[config.mk]
export PLATFORM = sky130hd
export DESIGN_NAME = downsampler_scheduler
export DESIGN_NICKNAME = d
export VERILOG_FILES = /design/src/rtl/downsampler_scheduler.sv
export SDC_FILE = /design/constraint.sdc
export NUM_CORES = 1
export LEC_CHECK = 0
export CAP_MARGIN = 20
export CORE_MARGIN = 4
export CORE_UTILIZATION = 45
export CTS_CLUSTER_SIZE = 40
export DETAILED_ROUTE_END_ITERATION = 8
export PLACE_DENSITY = 0.63
export SLEW_MARGIN = 20
export SYNTH_ARGS = -nofsm -noshare
export SYNTH_HDL_FRONTEND = slang
export SYNTH_SLANG_ARGS = --single-unit
export TNS_END_PERCENT = 50
[constraint.sdc]
create_clock -name clk -period 6.2 [get_ports clk]
set_input_delay 1.24 -clock clk [delete_from_list [all_inputs] [get_ports clk]]
set_output_delay 1.24 -clock clk [all_outputs]
set_load 0.02 [all_outputs]
[src/rtl/downsampler_scheduler.sv]
// Paces 4x-rate samples into the polyphase downsampler: one strobe every SLOT
// cycles, fed from a small input FIFO; registers the decimated result out.
// Latency: strobe, sample, underrun and phase are registered one cycle after the
// strobe cycle; sample_out follows ds_result_valid by one cycle.
// Backpressure: src_ready drops only when the FIFO is full; an empty FIFO on a
// strobe cycle issues a zero-filled strobe and counts an underrun.

// Generic synchronous FIFO with registered occupancy count.
module sync_fifo #(
  parameter int WIDTH = 16,
  parameter int DEPTH = 8
) (
  input  logic                       clk,
  input  logic                       rst,
  input  logic                       push,
  input  logic [WIDTH-1:0]           push_data,
  input  logic                       pop,
  output logic [WIDTH-1:0]           head,
  output logic [$clog2(DEPTH):0]     count,
  output logic                       full,
  output logic                       empty
);
  localparam int AW = $clog2(DEPTH);

  logic [WIDTH-1:0] mem [DEPTH];
  logic [AW-1:0]    wr_ptr;
  logic [AW-1:0]    rd_ptr;

  assign head  = mem[rd_ptr];
  assign full  = (count == (AW+1)'(DEPTH));
  assign empty = (count == '0);

  // Storage is data-only; nothing reads a slot before it has been written.
  always_ff @(posedge clk) begin
    if (push) begin
      mem[wr_ptr] <= push_data;
    end
  end

  // Pointers wrap naturally because DEPTH is a power of two; count tracks push/pop.
  always_ff @(posedge clk or posedge rst) begin
    if (rst) begin
      wr_ptr <= '0;
      rd_ptr <= '0;
      count  <= '0;
    end else begin
      if (push) wr_ptr <= wr_ptr + 1'b1;
      if (pop)  rd_ptr <= rd_ptr + 1'b1;
      case ({push, pop})
        2'b10:   count <= count + 1'b1;
        2'b01:   count <= count - 1'b1;
        default: count <= count;
      endcase
    end
  end
endmodule

module downsampler_scheduler #(
  parameter int PERIOD     = 2272,
  parameter int RATIO      = 4,
  parameter int MIN_GAP    = 260,
  parameter int FIFO_DEPTH = 8
) (
  input  logic                          clk,
  input  logic                          rst,
  input  logic                          enable,
  input  logic [15:0]                   src_sample,
  input  logic                          src_valid,
  output logic                          src_ready,
  output logic [15:0]                   ds_sample,
  output logic                          ds_valid,
  input  logic [15:0]                   ds_result,
  input  logic                          ds_result_valid,
  output logic [15:0]                   sample_out,
  output logic                          sample_out_valid,
  output logic [1:0]                    phase,
  output logic [$clog2(FIFO_DEPTH):0]   fifo_level,
  output logic                          underrun,
  output logic [15:0]                   underrun_count
);
  localparam int SLOT   = PERIOD / RATIO;
  localparam int SLOT_W = (SLOT > 1) ? $clog2(SLOT) : 1;

  // Reject parameter sets the downsampler cannot handle.
  generate
    if ((PERIOD % RATIO) != 0 || SLOT < MIN_GAP || FIFO_DEPTH < 2 ||
        (FIFO_DEPTH & (FIFO_DEPTH - 1)) != 0) begin : g_bad_params
      $error("downsampler_scheduler: invalid PERIOD/RATIO/MIN_GAP/FIFO_DEPTH");
    end
  endgenerate

  typedef enum logic [1:0] {
    ST_IDLE   = 2'd0,
    ST_STROBE = 2'd1,
    ST_WAIT   = 2'd2
  } sched_state_t;

  sched_state_t      state;
  logic [SLOT_W-1:0] slot_cnt;
  logic [SLOT_W-1:0] slot_nxt;
  logic              strobe;

  logic              fifo_push;
  logic              fifo_pop;
  logic [15:0]       fifo_head;
  logic              fifo_full;
  logic              fifo_empty;

  sync_fifo #(
    .WIDTH (16),
    .DEPTH (FIFO_DEPTH)
  ) u_fifo (
    .clk       (clk),
    .rst       (rst),
    .push      (fifo_push),
    .push_data (src_sample),
    .pop       (fifo_pop),
    .head      (fifo_head),
    .count     (fifo_level),
    .full      (fifo_full),
    .empty     (fifo_empty)
  );

  // Ready depends only on the registered count, never on src_valid.
  assign src_ready = !fifo_full;
  assign fifo_push = src_valid && src_ready;
  // The registered count decides the pop, so a same-cycle push into an empty FIFO still underruns.
  assign strobe    = (state == ST_STROBE);
  assign fifo_pop  = strobe && !fifo_empty;

  // Slot counter register: the scheduler state is implied by its value and enable.
  always_ff @(posedge clk or posedge rst) begin
    if (rst) begin
      slot_cnt <= '0;
    end else begin
      slot_cnt <= slot_nxt;
    end
  end

  // Decode state from slot position and compute the next slot position.
  always_comb begin
    state    = ST_IDLE;
    slot_nxt = '0;
    if (enable) begin
      state    = (slot_cnt == '0) ? ST_STROBE : ST_WAIT;
      slot_nxt = (slot_cnt == SLOT_W'(SLOT - 1)) ? '0 : slot_cnt + 1'b1;
    end
  end

  // Strobe outputs: sample or zero-fill, phase step, underrun pulse and saturating count.
  always_ff @(posedge clk or posedge rst) begin
    if (rst) begin
      ds_sample      <= '0;
      ds_valid       <= 1'b0;
      underrun       <= 1'b0;
      phase          <= '0;
      underrun_count <= '0;
    end else begin
      ds_valid <= strobe;
      underrun <= strobe && fifo_empty;
      if (strobe) begin
        ds_sample <= fifo_empty ? 16'd0 : fifo_head;
        phase     <= phase + 1'b1;
        if (fifo_empty && underrun_count != 16'hFFFF) begin
          underrun_count <= underrun_count + 1'b1;
        end
      end else if (!enable) begin
        phase <= '0;
      end
    end
  end

  // Capture the decimated result; the value holds between result strobes.
  always_ff @(posedge clk or posedge rst) begin
    if (rst) begin
      sample_out       <= '0;
      sample_out_valid <= 1'b0;
    end else begin
      sample_out_valid <= ds_result_valid;
      if (ds_result_valid) begin
        sample_out <= ds_result;
      end
    end
  end
endmodule

==> results.yml <==
status:
  status: "complete, no violations"
timing:
  layout_worst_path_cycle_share: 0.543
  maxSlewHeadroom: 0.288
  tightest_slew_ps: 1070
  tns_ps: 0
  fin_crit_ps: 3370
  skew_ps: 10.0
  rsz0062_at_grt: "false"
  hold_viol: 0
  slew_viol_final: 0
  setup_viol: 0
  max_freq_mhz: 297
  whs_ps: 504
clocking:
  clk_pin_slew_ps: 60
  clockBufferDepth: 3
  clk_latency_ps: 490
  htreeDepth: 1
  cts_setup_buffers: 0
  cts_tree: "yes"
  numCtsBuffers: 21
  hold_buffers: 0
  clockRootBuffer: "clkbuf_16"
  numClockSinks: 201
  cts_resized: 0
synthesis:
  ys_types: 40
  synth_area_mm2: 0.00804
  synth_edf_count: 128
  synthesis.nets: 497
  ys_seq_elements: 201
  synthArstFlopShare: 0.363
  synthCells: 452
  ys.warnings.count: 0
  yosysSeqAreaShare: 0.705
  syn_avg_cell_area_um2: 17.8
  synthFlopType: "edfxtp_1"
setup_path:
  worstPathRequired_ps: 6570
  worstSetupEndpointType: "flip-flop"
  worst-setup-path-type: "primary input to flip-flop"
  critical_path.max_fanout: 21
  critPathLaunchType: "primary input"
  crit_arrival_ps: 3740
route:
  vias: 4306
  drt-pass1-iter-count: 4
  routed_via_density: 5.39
  drt_iter0_drc: 226
  ant_nets: 0
  wl_um: 15400
  drc: 0
  wl_per_cell_um: 19.3
floorplan:
  std_cell_rows: 48
  ioPinCount: 95
  dieArea_mm2: 0.0201
  initial_utilization: 0.462
  die_y_um: 142
  coreArea_mm2: 0.0174
  dieWidth_um: 142
finish:
  drive_gt1_frac: 0.213
  diodes: 0
  finalNetCount: 604
  final_cell_count_no_fill: 799
  area_growth_pct: 23.8
place:
  port_buffers: 94
  placedCellCount: 761
  dpl.hpwl_um: 9470
  gp_congestion: 0.845
power:
  leakagePower_nw: 3.68
  max-vdd-ir-drop_mv: 0.217
  p_per_area_mw_per_mm2: 420
grt:
  antenna_found_initial: 0
  grt_max_degree: 74
  grt_pass1_vias: 4437
  overflow: 0
  grt_usage: 0.157
  grt_pass1_wl_um: 24700
worst_hold_path:
  hp-class: "flip-flop to flip-flop"
flow_run:
  drv_cap: 0
## critical path, cell delays in order
cell	delay [ps]
clkdlybuf4s50_1	540
and3b_1	300
and4b_1	230
buf_4	290
ha_1	310
xor2_1	100
ha_1	190
a21oi_1	160
xor2_1	170
nor2_1	70
xor2_1	140
## metrics by stage
stage | area [um^2] | utilization | setup WS (ps) | total power [mW]
floorplan | 8040 | - | 2770 | 2.59
global placement | 9300 | 0.534 | 2430 | 3.00
detailed placement | 9300 | 0.534 | 2330 | 3.04
CTS | 9960 | 0.572 | 2830 | 4.25
global route | 9960 | 0.572 | 2640 | 4.40
finish | 9960 | 0.572 | 2830 | 4.18
## sequential cells by signal, summed over array words and instances, names as in the netlist, 2 cells and up
signal          flops
u_fifo.count        4
underrun_count     16
phase               2
ds_sample          16
u_fifo.wr_ptr       3
u_fifo.rd_ptr       3
slot_cnt           10
u_fifo.mem        128
sample_out         16
## metal layers
layer  wire (um)  vias to the layer above  global-route usage
met5           0                        -                   0
met2        7550                      107               0.262
met3         796                       22              0.0334
met4         264                        0              0.0384
li1            -                     1964                   -
met1        6790                     2213               0.214
## cell families after synthesis
| logic type | count (synthesis) | synth area share |
|---|---|---|
| AND/OR/NAND/NOR | 93 | 0.0708 |
| XOR/XNOR | 32 | 0.0348 |
| buffers and inverters | 25 | 0.0135 |
| flip-flops | 201 | 0.705 |
| adder cells (fa/ha/maj) | 8 | 0.0124 |
| multiplexers | 68 | 0.140 |
| AO/OA/AOI/OAI | 25 | 0.0233 |
## Yosys cell counts (5+ instances only)
| library cell | count | area share |
|---|---|---|
| clkbuf_1 | 9 | 0.0042 |
| edfxtp_1 | 128 | 0.48 |
| xor2_1 | 26 | 0.028 |
| nand2_1 | 15 | 0.0070 |
| nor2_1 | 13 | 0.0061 |
| xnor2_1 | 6 | 0.0065 |
| nor4_1 | 5 | 0.0039 |
| ha_1 | 8 | 0.012 |
| mux4_2 | 32 | 0.090 |
| dfrtp_1 | 73 | 0.23 |
| nand3_1 | 11 | 0.0068 |
| nand4_1 | 7 | 0.0054 |
| a22o_1 | 16 | 0.017 |
| mux2_2 | 35 | 0.049 |
| buf_2 | 6 | 0.0037 |
| nor3_1 | 12 | 0.0075 |
| inv_1 | 7 | 0.0033 |
## final cells by class
type	instances	area, um^2
Multi-Input combinational cell	226	2310
Tap cell	225	282
Clock inverter	12	118
Fill cell	1347	7460
Sequential cell	201	5670
Clock buffer	26	544
Timing Repair Buffer	102	1000
Inverter	7	27.5
## path summary, 6_finish.rpt
path,start,endpoint,slack [ps],depth (start not counted)
setup / recovery,enable,u_fifo.count[2]$_DFFE_PP0P_,2830,11
hold / removal,underrun_count[15]$_DFFE_PP0P_,underrun_count[15]$_DFFE_PP0P_,500,1
setup reg to reg,slot_cnt[6]$_DFF_PP0_,u_fifo.count[2]$_DFFE_PP0P_,3420,10
hold reg to reg,underrun_count[15]$_DFFE_PP0P_,underrun_count[15]$_DFFE_PP0P_,500,1
max in group asynchronous,rst,u_fifo.rd_ptr[0]$_DFFE_PP0P_,4170,3
min in group asynchronous,rst,underrun_count[7]$_DFFE_PP0P_,1370,3
## power by group
group	leakage [nW]	internal [mW]	switching [mW]
registers	2.09	1.67	0.226
logic	1.27	0.597	0.488
clock network	0.323	0.710	0.490
total	3.68	2.98	1.20
## placed cells by master, fill, tap and decap left out, types with 7 or more instances in the layout
master,n
a22o_1,16
buf_4,8
clkbuf_16,21
clkdlybuf4s50_1,94
clkinv_2,7
dfrtp_1,71
edfxtp_1,128
ha_1,8
mux2_2,35
mux4_2,32
nand2_1,15
nand3_1,11
nand4_1,7
nor2_1,13
nor3_1,8
xor2_1,26
(Power assumes the default switching activity.)
